==> src/rtl/pulse_sync_pkg.sv <==
// Shared constants for the multi-channel pulse synchroniser.
// Event counters are built only when PULSE_SYNC_CNT_EN is defined.
package pulse_sync_pkg;
  localparam int PS_MODE_BOTH = 0;
  localparam int PS_MODE_RISE = 1;
  localparam int PS_MODE_FALL = 2;
  localparam int PS_STR_W     = 8;
  localparam int PS_EVT_W     = 16;
endpackage

==> src/rtl/pulse_sync_ch.sv <==
// One channel: synchroniser chain, edge detect, pulse stretcher, sticky overrun.
// PULSE_SYNC_CNT_EN adds a saturating per-channel event counter.
module pulse_sync_ch
  import pulse_sync_pkg::*;
#(
  parameter int P_SYNC    = 3,
  parameter int P_MODE    = PS_MODE_BOTH,
  parameter int P_STRETCH = 1
) (
  input  logic CLK,
  input  logic XRST,
  input  logic TOG_I,
  input  logic OVR_CLR_I,
  output logic PULSE_O,
  output logic BUSY_O,
  output logic OVR_O
`ifdef PULSE_SYNC_CNT_EN
  ,
  output logic [PS_EVT_W-1:0] EVT_CNT_O
`endif
);

  if (P_SYNC < 2) begin : g_bad_sync
    $error("pulse_sync_ch: P_SYNC must be at least 2");
  end
  if (P_STRETCH < 1 || P_STRETCH > 255) begin : g_bad_stretch
    $error("pulse_sync_ch: P_STRETCH must be 1..255");
  end

  localparam logic [PS_STR_W-1:0] RELOAD = PS_STR_W'(P_STRETCH - 1);

  (* ASYNC_REG = "TRUE", DONT_TOUCH = "TRUE" *) logic [P_SYNC-1:0] sync;
  logic                hist;
  logic                last;
  logic                det;
  logic [PS_STR_W-1:0] cnt;

  assign last = sync[P_SYNC-1];

  always_comb begin
    case (P_MODE)
      PS_MODE_RISE: det = last & ~hist;
      PS_MODE_FALL: det = ~last & hist;
      default:      det = last ^ hist;
    endcase
  end

  always_ff @(posedge CLK or posedge XRST) begin
    if (XRST) begin
      sync <= '0;
      hist <= 1'b0;
    end else begin
      sync <= {sync[P_SYNC-2:0], TOG_I};
      hist <= last;
    end
  end

  // A detection while still high reloads the count, merging events into one pulse.
  always_ff @(posedge CLK or posedge XRST) begin
    if (XRST) begin
      cnt     <= '0;
      PULSE_O <= 1'b0;
      OVR_O   <= 1'b0;
    end else begin
      if (det) begin
        PULSE_O <= 1'b1;
        cnt     <= RELOAD;
      end else if (PULSE_O) begin
        if (cnt != '0) cnt <= cnt - 1'b1;
        else           PULSE_O <= 1'b0;
      end
      if (det && PULSE_O) OVR_O <= 1'b1;
      else if (OVR_CLR_I) OVR_O <= 1'b0;
    end
  end

  assign BUSY_O = PULSE_O;

`ifdef PULSE_SYNC_CNT_EN
  always_ff @(posedge CLK or posedge XRST) begin
    if (XRST)                          EVT_CNT_O <= '0;
    else if (OVR_CLR_I)                EVT_CNT_O <= {{(PS_EVT_W-1){1'b0}}, det};
    else if (det && EVT_CNT_O != '1)   EVT_CNT_O <= EVT_CNT_O + 1'b1;
  end
`endif

endmodule

==> src/rtl/pulse_sync_multi.sv <==
// P_CH independent event synchronisers into the CLK domain; the top only slices buses.
// Optional EVT_CNT_O port exists when PULSE_SYNC_CNT_EN is defined.
module pulse_sync_multi
  import pulse_sync_pkg::*;
#(
  parameter int P_CH      = 4,
  parameter int P_SYNC    = 3,
  parameter int P_MODE    = PS_MODE_BOTH,
  parameter int P_STRETCH = 1
) (
  input  logic            CLK,
  input  logic            XRST,
  input  logic [P_CH-1:0] TOG_I,
  input  logic [P_CH-1:0] OVR_CLR_I,
  output logic [P_CH-1:0] PULSE_O,
  output logic [P_CH-1:0] BUSY_O,
  output logic [P_CH-1:0] OVR_O
`ifdef PULSE_SYNC_CNT_EN
  ,
  output logic [P_CH*PS_EVT_W-1:0] EVT_CNT_O
`endif
);

  for (genvar n = 0; n < P_CH; n++) begin : g_ch
    pulse_sync_ch #(
      .P_SYNC    (P_SYNC),
      .P_MODE    (P_MODE),
      .P_STRETCH (P_STRETCH)
    ) u_ch (
      .CLK       (CLK),
      .XRST      (XRST),
      .TOG_I     (TOG_I[n]),
      .OVR_CLR_I (OVR_CLR_I[n]),
      .PULSE_O   (PULSE_O[n]),
      .BUSY_O    (BUSY_O[n]),
      .OVR_O     (OVR_O[n])
`ifdef PULSE_SYNC_CNT_EN
      ,
      .EVT_CNT_O (EVT_CNT_O[n*PS_EVT_W +: PS_EVT_W])
`endif
    );
  end

endmodule
==> config.mk <==
export PLATFORM = sky130hd
export DESIGN_NAME = pulse_sync_multi
export DESIGN_NICKNAME = d
export VERILOG_FILES = /design/src/rtl/pulse_sync_pkg.sv /design/src/rtl/pulse_sync_ch.sv /design/src/rtl/pulse_sync_multi.sv
export SDC_FILE = /design/constraint.sdc
export NUM_CORES = 1
export LEC_CHECK = 0
export BUFFER_PORTS_ARGS = -buffer_cell sky130_fd_sc_hd__buf_2
export CAP_MARGIN = 20
export CORE_MARGIN = 2
export CORE_UTILIZATION = 60
export CTS_BUF_LIST = sky130_fd_sc_hd__clkbuf_4
export DETAILED_ROUTE_END_ITERATION = 8
export GPL_TIMING_DRIVEN = 1
export HOLD_SLACK_MARGIN = 0.1
export PLACE_DENSITY = 0.8
export SLEW_MARGIN = 25
export SYNTH_ARGS = -nofsm -noshare
export SYNTH_HDL_FRONTEND = slang
export SYNTH_SLANG_ARGS = --single-unit
==> constraint.sdc <==
create_clock -name CLK -period 4 [get_ports CLK]
set_input_delay 0.6 -clock CLK [delete_from_list [all_inputs] [get_ports CLK]]
set_output_delay 0.6 -clock CLK [all_outputs]
set_load 0.03 [all_outputs]
==> Implementation_results.wiki <==
{| class="wikitable"
! Metric !! Value
|-
| Wire length of the first global-routing pass || 7.56 mm
|-
| Maximum number of pins on one net before global-route repair || 34
|-
| Number of antenna violations at the first check in global routing || 0
|-
| Synth Warn # || 0
|-
| CTS Buf Count || 5
|-
| Core Region || between 4000 and 5000 sq um
|-
| TritonRoute pass-1 iters || 4
|-
| Placed insts || roughly 310
|-
| Max-Slew Margin vs Limit || 0.475
|-
| Post-DP Area || between 2000 and 3000 sq um
|-
| Yosys top cell area share || 0.532
|-
| Clk root buf || sky130_fd_sc_hd__clkbuf_4
|-
| Post-route antenna net violation count || 0
|-
| Number of max-cap violations || 0
|-
| Via count of the routed design || roughly 1800
|-
| Accumulated negative setup slack || 0 ns
|-
| Max Fanout on Critical Path || 5
|-
| Clock-pin slew on the worst setup and hold paths || between 0.15 and 0.2 ns
|-
| Distinct cells, synth || 42
|-
| DRT iter0 DRCs || around 130
|-
| Run status || complete, no violations
|-
| Post-synthesis xor/xnor area fraction || 0.0233
|-
| Library cell with the largest summed area after synthesis || sky130_fd_sc_hd__dfrtp_1
|-
| Pin slew with the least headroom to its limit || between 0.7 and 0.8 ns
|-
| Arrival time of data at the critical path endpoint || between 2 and 2.5 ns
|-
| Final worst setup slack || approximately 2.2 ns
|-
| Remaining global-route overflow || 0
|-
| Overall track demand over capacity in global routing || 0.192
|-
| Average size of a mapped cell || 10.6 sq um
|-
| Final number of max-transition violations || 0
|-
| Worst slack after detailed placement || 2.25 ns
|-
| Proportion of synthesized flip-flops having asynchronous set or reset || 1.00
|-
| Total area of sequential cells || between 1000 and 1500 sq um
|-
| Compound-gate portion of the synthesized area || 0.132
|-
| HPWL after detailed placement || a little under 3 mm
|-
| Combined area of all synthesized cells || 2630 sq um
|-
| Source-to-sink clock delay at the later pin of the worst-skew pair || 0.38 ns
|-
| # port buffers || 21
|-
| # fillers || ~340
|-
| Drt total wl || approximately 4.2 mm
|-
| TritonCTS clock tree || built
|-
| Clk sinks || 56
|-
| Combinational family with the most area after synthesis || simple AND/OR/NAND/NOR gates
|-
| Initial core utilization || 0.613
|-
| Prevailing post-synth register cell || sky130_fd_sc_hd__dfrtp_1
|-
| H-tree Lvls || 2
|-
| Die Footprint || between 4000 and 5000 sq um
|-
| Leading cell types by count after synthesis || 56 x sky130_fd_sc_hd__dfrtp_1, 29 x sky130_fd_sc_hd__nand2_1, 21 x sky130_fd_sc_hd__a21oi_1
|-
| Wire length per cell || between 10 and 15 um
|-
| Number of nets at the end of the flow || roughly 280
|-
| Gate count of the mapped netlist || 249
|-
| Static leakage power || roughly 1.3 nW
|-
| Critical-path cell list || or4b_1, a2111oi_2, mux2i_1
|-
| Longest individual stage delay on the worst path || 0.63 ns
|-
| PD cells || 401 nW/um^2
|-
| Synthesis-stage register bit count || 56
|-
| Count of instances resized after the clock tree is built || 0
|-
| Via count of the first global-routing pass || 1780
|-
| Cell at the slowest stage of the critical path || sky130_fd_sc_hd__or4b_1
|-
| Seq/Total Area, Yosys || 0.532
|-
| Hold Violations, Final || 0
|-
| Total non-filler cell area in the finished layout || 2840 sq um
|-
| Post-Route Hold Slack || 0.210 ns
|-
| Synthesized-area fraction occupied by and/or/nand/nor cells || 0.196
|-
| Area occupied by multi-input gates || roughly 1100 sq um
|-
| Row count || 24
|-
| Final Setup Violations || 0
|-
| Post-CTS setup buffer count || 0
|-
| Die span in x || 70.2 um
|-
| Synth Area in Adders || 0.0190
|-
| Unrepaired setup endpoints after global routing || false
|-
| Maximum clock skew at final layout || between 0.015 and 0.02 ns
|-
| Ant. Diodes || 0
|-
| Die Ht || 70.2 um
|-
| Endpoint type of the worst setup path || flip-flop
|-
| Routed vias/inst || 5.83
|-
| Syn nets || 263
|-
| Multiplexer fraction of the synthesized cell area || 0.0356
|-
| Fin crit share || 0.444
|-
| Final critical path time including I/O delays and setup || about 1.8 ns
|-
| Number of hold buffers added after cts || 0
|-
| Class of the tightest hold or removal check || input port to async pin
|-
| CP Class || flip-flop to flip-flop
|-
| Placer Congestion || approximately 0.81
|-
| Filler-free cell count of the finished design || between 300 and 400
|-
| Post-route DRC violation count || 0
|-
| Data required time of the critical path || about 4.3 ns
|-
| Max IR drop VDD || about 0.29 mV
|-
| Share of final-layout standard cells stronger than drive strength 1 || 0.159
|-
| Top cells by area, synth || sky130_fd_sc_hd__dfrtp_1 53%, sky130_fd_sc_hd__nand2_1 4.1%, sky130_fd_sc_hd__a21oi_1 4.0%
|-
| Count of flip-flops with a built-in enable after synthesis || 0
|-
| Critical path launch point type || flip-flop
|-
| Area added between synthesis and finish || 7.70%
|-
| Buffer levels on the longest clock path || 2
|-
| Maximum frequency from static timing analysis || between 0.5 and 0.6 GHz
|-
| Ports || 22
|-
| Most common cell in the synthesized netlist || sky130_fd_sc_hd__dfrtp_1
|}
## power breakdown
| part | switching, mW | total [mW] | leakage, nW | internal (mW) |
|---|---|---|---|---|
| Clock | 0.170 | 0.428 | 0.0654 | 0.257 |
| Sequential | 0.0139 | 0.598 | 0.729 | 0.585 |
| Combinational | 0.0788 | 0.110 | 0.480 | 0.0316 |
## logic make-up after synthesis
family | count (synthesis)
flip-flops | 56
XOR/XNOR | 7
AND/OR/NAND/NOR | 88
AO/OA/AOI/OAI | 54
adder cells (fa/ha/maj) | 4
multiplexers | 9
buffers and inverters | 31
## cell usage in the layout, fill, tap and decap left out, drive strengths merged, types with 4 or more instances in the layout
| cell type | count |
|---|---|
| or2 | 4 |
| or3 | 5 |
| nor3 | 4 |
| nor4b | 4 |
| xor2 | 4 |
| buf | 22 |
| mux2i | 6 |
| or4b | 4 |
| dfrtp | 56 |
| a21oi | 21 |
| o21ai | 12 |
| ha | 4 |
| nand2 | 29 |
| nor2 | 10 |
| a211o | 6 |
| clkbuf | 5 |
| nand2b | 5 |
| inv | 16 |
| or4 | 11 |
## layout make-up
type / instances / share of cell area
clock inverter: 3 / 0.0318
clock buffer: 5 / 0.0132
multi-input combinational: 162 / 0.377
timing repair buffer: 22 / 0.0397
sequential: 56 / 0.494
inverter: 16 / 0.0212
tap: 52 / 0.0229
## flip-flops by register name, summed over array words and instances (netlist names)
register,cells
g_ch.u_ch.cnt,32
g_ch.u_ch.hist,4
g_ch.u_ch.BUSY_O,4
g_ch.u_ch.OVR_O,4
g_ch.u_ch.sync,12
## routing by layer
metal | vias up | track usage | part of all wire | routed length [um]
met3 | 4 | 0.0534 | 0.043 | 179
li1 | 908 | - | - | -
met1 | 883 | 0.234 | 0.44 | 1840
met2 | 47 | 0.320 | 0.51 | 2130
met4 | 0 | 0.0812 | 0.013 | 54
met5 | - | 0 | 0 | 0
## worst paths after layout
check	slack, ns	endpoint	depth (start not counted)	start
max	2.22	g_ch[2].u_ch.cnt[5]	3	g_ch[2].u_ch.cnt[0]
min	0.21	g_ch[0].u_ch.cnt[2]	2	XRST
max reg2reg	2.22	g_ch[2].u_ch.cnt[5]	3	g_ch[2].u_ch.cnt[0]
min reg2reg	0.37	g_ch[0].u_ch.sync[1]	0	g_ch[0].u_ch.sync[0]
max in group asynchronous	2.99	g_ch[0].u_ch.sync[1]	3	XRST
min in group CLK	0.32	g_ch[2].u_ch.sync[0]	1	TOG_I[2]
## critical path: cells and delay by family, from the launching register on
kind            cells  cell delay [ns]
simple gates        1             0.63
compound gates      1             0.43
mux                 1             0.23
flops               1             0.42
## per-stage QoR
step           total power [mW]  utilization
6_report                   1.14        0.660
5_1_grt                    1.18        0.660
4_1_cts                    1.15        0.660
3_5_place_dp              0.722        0.631
3_3_place_gp              0.719        0.631
2_1_floorplan             0.708            -
Power figures use the tool's default switching activity.
